**src/rtl/mem_port_arbiter.sv**
```systemverilog
// mem_port_arbiter: shares one memory_block port between fetch (IF) and load/store (DM) with wait states and anti-starvation.
// Optional MEM_ARB_PERF_EN adds saturating grant/conflict counters.
module mem_port_arbiter #(
  parameter int ADDR_W = 18,
  parameter int DATA_W = 32,
  parameter int WAIT_CYCLES = 0,
  parameter int STARVE_LIMIT = 4
) (
  input  logic              clock,
  input  logic              reset_n,
  input  logic              if_req,
  input  logic [ADDR_W-1:0] if_addr,
  output logic              if_ack,
  output logic [DATA_W-1:0] if_rdata,
  input  logic              dm_req,
  input  logic              dm_we,
  input  logic              dm_byte,
  input  logic [ADDR_W-1:0] dm_addr,
  input  logic [DATA_W-1:0] dm_wdata,
  output logic              dm_ack,
  output logic [DATA_W-1:0] dm_rdata,
  output logic [ADDR_W-1:0] mem_addr,
  output logic [DATA_W-1:0] mem_wdata,
  output logic              mem_rd,
  output logic              mem_wr,
  output logic              mem_byte,
  input  logic [DATA_W-1:0] mem_rdata,
  output logic              busy
`ifdef MEM_ARB_PERF_EN
  ,
  output logic [15:0]       perf_if_cnt,
  output logic [15:0]       perf_dm_cnt,
  output logic [15:0]       perf_conflict_cnt
`endif
);
  typedef enum logic [1:0] {IDLE, ACCESS, ACK} state_t;
  localparam logic [3:0] WAIT = 4'(WAIT_CYCLES);
  localparam logic [3:0] LIMIT = 4'(STARVE_LIMIT);
  state_t state, state_nxt;
  logic owner;
  logic [3:0] wait_cnt, starve_cnt;
  logic grant_dm, grant_if, grant;
  always_comb begin
    grant_dm = dm_req & (~if_req | (starve_cnt < LIMIT));
    grant_if = if_req & ~grant_dm;
    grant = (state == IDLE) & (grant_dm | grant_if);
    state_nxt = (state == IDLE) ? (grant ? ACCESS : IDLE) :
                (state == ACCESS) ? ((wait_cnt == 4'd0) ? ACK : ACCESS) : IDLE;
  end
  always_ff @(posedge clock or negedge reset_n)
    if (!reset_n) state <= IDLE;
    else state <= state_nxt;
  always_ff @(posedge clock or negedge reset_n) begin
    if (!reset_n) begin
      owner <= 1'b0;
      mem_addr <= '0;
      mem_wdata <= '0;
      mem_rd <= 1'b0;
      mem_wr <= 1'b0;
      mem_byte <= 1'b0;
      wait_cnt <= '0;
      starve_cnt <= '0;
      if_rdata <= '0;
      dm_rdata <= '0;
    end else if (grant) begin
      owner <= grant_dm;
      mem_addr <= grant_dm ? dm_addr : if_addr;
      mem_wdata <= grant_dm ? dm_wdata : '0;
      mem_rd <= grant_if | ~dm_we;
      mem_wr <= grant_dm & dm_we;
      mem_byte <= grant_dm & dm_byte;
      wait_cnt <= WAIT;
      starve_cnt <= grant_if ? 4'd0 : (if_req && starve_cnt != 4'hF) ? starve_cnt + 4'd1 : starve_cnt;
    end else if (state == ACCESS) begin
      if (wait_cnt == 4'd0) begin
        mem_rd <= 1'b0;
        mem_wr <= 1'b0;
        mem_byte <= 1'b0;
        if (mem_rd && owner) dm_rdata <= mem_rdata;
        if (mem_rd && !owner) if_rdata <= mem_rdata;
      end else wait_cnt <= wait_cnt - 4'd1;
    end
  end
`ifdef MEM_ARB_PERF_EN
  always_ff @(posedge clock or negedge reset_n) begin
    if (!reset_n) begin
      perf_if_cnt <= '0;
      perf_dm_cnt <= '0;
      perf_conflict_cnt <= '0;
    end else begin
      if (grant && grant_if && perf_if_cnt != 16'hFFFF) perf_if_cnt <= perf_if_cnt + 16'd1;
      if (grant && grant_dm && perf_dm_cnt != 16'hFFFF) perf_dm_cnt <= perf_dm_cnt + 16'd1;
      if (state == IDLE && if_req && dm_req && perf_conflict_cnt != 16'hFFFF)
        perf_conflict_cnt <= perf_conflict_cnt + 16'd1;
    end
  end
`endif
  assign if_ack = (state == ACK) & ~owner;
  assign dm_ack = (state == ACK) & owner;
  assign busy = state != IDLE;
endmodule

```
**config.mk**
```make
export PLATFORM = sky130hd
export DESIGN_NAME = mem_port_arbiter
export DESIGN_NICKNAME = d
export VERILOG_FILES = /design/src/rtl/mem_port_arbiter.sv
export SDC_FILE = /design/constraint.sdc
export NUM_CORES = 1
export LEC_CHECK = 0
export BUFFER_PORTS_ARGS = -buffer_cell sky130_fd_sc_hd__buf_4
export CORE_MARGIN = 2
export CORE_UTILIZATION = 51
export DETAILED_ROUTE_END_ITERATION = 16
export HOLD_SLACK_MARGIN = 0.08
export PLACE_DENSITY = 0.85
export SLEW_MARGIN = 30
export SYNTH_ARGS = -nofsm -noshare
export SYNTH_HDL_FRONTEND = slang
export SYNTH_SLANG_ARGS = --single-unit
export TNS_END_PERCENT = 10
```
**constraint.sdc**
```tcl
create_clock -name clock -period 3.1 [get_ports clock]
set_input_delay 0.62 -clock clock [delete_from_list [all_inputs] [get_ports clock]]
set_output_delay 0.62 -clock clock [all_outputs]
set_load 0.005 [all_outputs]
```
Word-level counts from Yosys, hierarchy flattened

Index checks and enable logic that the tools add are counted.

Memories kept: 0
Bits in latches: 0
RAM bits: 0
Register bits after elaboration: 128
Bits in read-only memories: 0

Add/sub/neg operators: 2
Magnitude comparators: 1
Div/mod/pow operators: 0
Bitwise logic cells: 15
Shifts and indexed selects: 0
Equal/unequal tests: 4
$mul: 0
Reduce and logical (&&, ||, !) cells: 15
Muxes and demuxes: 16

Operators with widths:

| operator                                           | number |
|---|---|
| two-way mux 32 bit                                 | 1 |
| two-way mux 4 bit                                  | 5 |
| two-way mux 18 bit                                 | 1 |
| AND reduction 4 bit                                | 2 |
| nonzero test 2 bit                                 | 4 |
| AND 1 bit                                          | 7 |
| two-way mux 1 bit                                  | 6 |
| two-way mux 2 bit                                  | 3 |
| AND reduction 2 bit                                | 3 |
| inverter 1 bit                                     | 5 |
| adder 4 x 1 -> 4 bit, second input constant        | 1 |
| logical NOT 4 bit                                  | 1 |
| < comparator 4 x 3 -> 1 bit, second input constant | 1 |
| inequality test 4 bit, second input constant       | 1 |
| subtractor 4 x 1 -> 4 bit, second input constant   | 1 |
| logical AND 1 bit                                  | 3 |
| bitwise OR 1 bit                                   | 3 |
| == test 2 x 1 -> 1 bit, second input constant      | 1 |
| == test 2 bit, second input constant               | 1 |
| logical NOT 2 bit                                  | 1 |
| inequality test 2 bit, second input constant       | 1 |
| logical NOT 1 bit                                  | 1 |

Depth between registers and ports, before layout

Depth after elaboration: 9
Depth in mapped cells: 6
Mapped depth without buffers: 5

Worst setup path after synthesis

OpenSTA, ideal clock, no wires.

Path type: register to register
Start point: register wait_cnt[0]
End point: register dm_rdata[10]
Cell stages (with the launch flop): 7
Period minus slack after synthesis: 1.919 ns
Data arrival time: 1.794 ns
Setup time: 0.125 ns
Slack: 1.181 ns
Cells stage by stage: dfrtp_1 -> inv_1 -> ha_1 -> or3b_4 -> nor3_4 -> buf_6 -> mux2_2

Cells in the longest elaborated chain, start to end: 2

RTL lines:

| element                              | line | source |
|---|---|---|
| from (decl)                          | 41   | `logic [3:0] wait_cnt, starve_cnt;` |
| from (signal assigned)               | 81   | `end else wait_cnt <= wait_cnt - 4'd1;` |
| logical NOT 4 bit                    | 75   | `if (wait_cnt == 4'd0) begin` |
| AND reduction 4 bit (no source line) | -    |  |
| to (signal assigned)                 | 79   | `if (mem_rd && owner) dm_rdata <= mem_rdata;` |
| to (decl)                            | 21   | `output logic [DATA_W-1:0] dm_rdata,` |

No other way between the ends.
A chain may end at the register's enable or synchronous reset.

Final worst setup path

Start point: register state[0]
End point: output port busy

Cells in the longest elaborated chain, start to end: 1

RTL lines:

| element                | line | source |
|---|---|---|
| from (decl)            | 39   | `state_t state, state_nxt;` |
| from (signal assigned) | 52   | `else state <= state_nxt;` |
| nonzero test 2 bit     | 100  | `assign busy = state != IDLE;` |
| to (decl)              | 28   | `output logic busy` |

No other way between the ends.

==> run metrics <==
multi-input combinational cell area 0.00179 mm²; Yosys top cell area share 0.624; CTS Buf Count 17; largest fanout on the critical path 39; largest family of logic cells by synthesized area multiplexers; Rows 36; I/O Pins roughly 230; WP data arrival 1970 ps; synth top area cells dfrtp_1 (62%), mux2_2 (14%), a22o_1 (5.8%); IO buf count approximately 230; number of synthesized flops with an enable pin 0; initial core utilization 0.525; register area 0.00320 mm²; Crit path max-delay family buffers and inverters; hold_buf cts 0; Final nets 710; mux share of post-synthesis cell area 0.145; sequential share of the synthesized area 0.624; relative slew slack 0.527; RSZ-0062 raised after global routing no; setup_tns 0 ps; WL per Instance 18.3 µm; final worst slack 515 ps; CP Launch Type flop; max frequency 387 MHz; Worst R2R End if_rdata[25]; First-pass DRT Iterations 4; Final Hold Fails 0; Post-Synth Adder-Cell Area 0.00488; Reg clk slew, reported paths 60 ps; via/cell ratio roughly 5.6; clock sink count approximately 130; largest net degree at the start of global routing 63; CTS tree yes; Crit. End Element output port; antenna violations before repair 0; Post-synth ARST share 1.00; diodes inserted 0; Slowest-stage cell, CP dfrtp_1; share of cells above drive strength 1 0.546; Layout area overhead 45.7%; vias in the first global route 4237; syn nets around 480; first-pass GRT wire length 21.8 mm; leading area contributor after synthesis dfrtp_1; Pleak about 3.6 nW; Max-Cap Viols 0; via count 4157; fill count just over 600; CP required ~2500 ps; Synth warnings 0; Die H 104 µm; Final Max Tran Viols 0; clk buf depth 2; total global-route track usage 0.256; Syn Std Cell Area 0.00513 mm²; CTS H-tree depth 4; die span in x 104 µm; DP HPWL 9.68 mm; post-synthesis simple-gate area fraction 0.0744; RD Place Congestion 0.834; Synth Area in XOR/XNOR 0; FF-to-FF setup slack 610 ps; status finished, final reports clean; Syn Inst Count 375; Crit Path Class flop to output port; 1st-iter DRT viols ~230; core area 0.00977 mm²; Resized Gates After CTS 0; Period minus WS final 2590 ps; crit-path max cell delay 440 ps; critical path buffer and inverter count 3; gr ovfl total 0; clk_lat worst skew 510 ps; hold_ws 102 ps; Die ar. about 0.011 mm²; Worst R2R Start wait_cnt[0]; Cell variety after synth 43; Post-Route WL 13.7 mm; Power Density 1060 mW/mm²; number of synthesized register bits 128; drt drc 0; complex-gate fraction of the synthesized area 0.123; final setup fails 0; Final ANT Viol Nets 0; Hold WC Path Type primary input to async pin; Layout Skew 8.94 ps; Final Cycle Share 0.834; crit-path most repeated cell buf_4; Worst VDD drop about 0.5 mV; number of setup buffers added after CTS 0; Main synth FF type dfrtp_1; worst-margin pin slew a little over 700 ps; pre-CTS setup slack 678 ps; syn avg cell area 13.7 µm²; CTS root buffer clkbuf_8; Worst R2R Path Depth 6; CP cell instances nor2_2 -> buf_4 -> inv_2 -> buf_4
cell usage after synthesis, drive strengths merged, types with 2 or more instances:
library cell,number
o211ai,18
nor3,3
nor2,5
ha,2
nand3,20
mux2,65
nand4,18
nor3b,2
o2bb2ai,2
nand2,2
o22ai,2
or3b,3
a22o,34
dfrtp,128
inv,4
clkbuf,11
o21ai,25
buf,15
worst max path at each step:
stage / from / endpoint / slack, ps / cells after the start
after global routing: state[0] / busy / 390 / 4
after global placement: wait_cnt[0] / if_rdata[18] / 840 / 6
after floorplan: wait_cnt[0] / dm_rdata[10] / 1180 / 6
after CTS: state[0] / busy / 510 / 4
after detailed placement: wait_cnt[0] / if_rdata[25] / 680 / 6
final: state[0] / busy / 510 / 4
state kept, by name (all words and copies together), names as in the netlist:
signal,flops
mem_wdata,32
if_rdata,32
mem_wr,1
mem_byte,1
mem_rd,1
owner,1
dm_rdata,32
wait_cnt,4
state,2
starve_cnt,4
mem_addr,18
through the flow:
step	instances	cell area (µm²)	util	power (mW)
floorplan	375	5130	-	4.41
global placement	716	6940	0.710	6.02
detailed placement	716	6950	0.711	6.20
CTS	747	7480	0.765	8.01
global route	747	7480	0.765	8.39
finish	747	7480	0.765	7.94
placed cells by master (no fill, tap or decap), drive strengths merged, types with 2 or more instances in the layout:
cell,instances
nand4,18
nor3,3
nor3b,2
a22o,34
nand2,2
o2bb2ai,2
ha,2
clkinvlp,3
nor2,5
o211ai,18
inv,4
o21ai,25
dfrtp,128
nand3,20
buf,234
mux2,65
clkbuf,21
clkinv,6
o22ai,2
or3b,3
layout make-up:
type,instances,area share
tap,133,0.0223
multi-input combinational,217,0.240
clock buffer,21,0.0587
clock inverter,10,0.0121
inverter,4,0.00201
sequential,128,0.428
timing repair buffer,234,0.237
routing by layer:
metal,vias to the layer above,share of wire,track usage,wire [µm]
li1,1863,-,-,-
met1,2044,0.41,0.326,5610
met2,231,0.48,0.415,6640
met3,19,0.087,0.0714,1190
met4,0,0.018,0.105,248
met5,-,0,0,0
kinds of logic after synthesis:
family,count (synthesis)
flops,128
compound gates,87
mux,66
simple gates,62
buf+inv,30
fa+ha+maj,2
power breakdown:
| group | leakage, nW | switching, mW | internal [mW] | total (mW) |
|---|---|---|---|---|
| registers | 1.58 | 0.518 | 2.51 | 3.03 |
| logic | 1.78 | 1.30 | 1.84 | 3.14 |
| clock network | 0.254 | 0.691 | 1.07 | 1.76 |
| total | 3.62 | 2.51 | 5.43 | 7.94 |
Note: power is estimated with default switching activity, not from simulation.
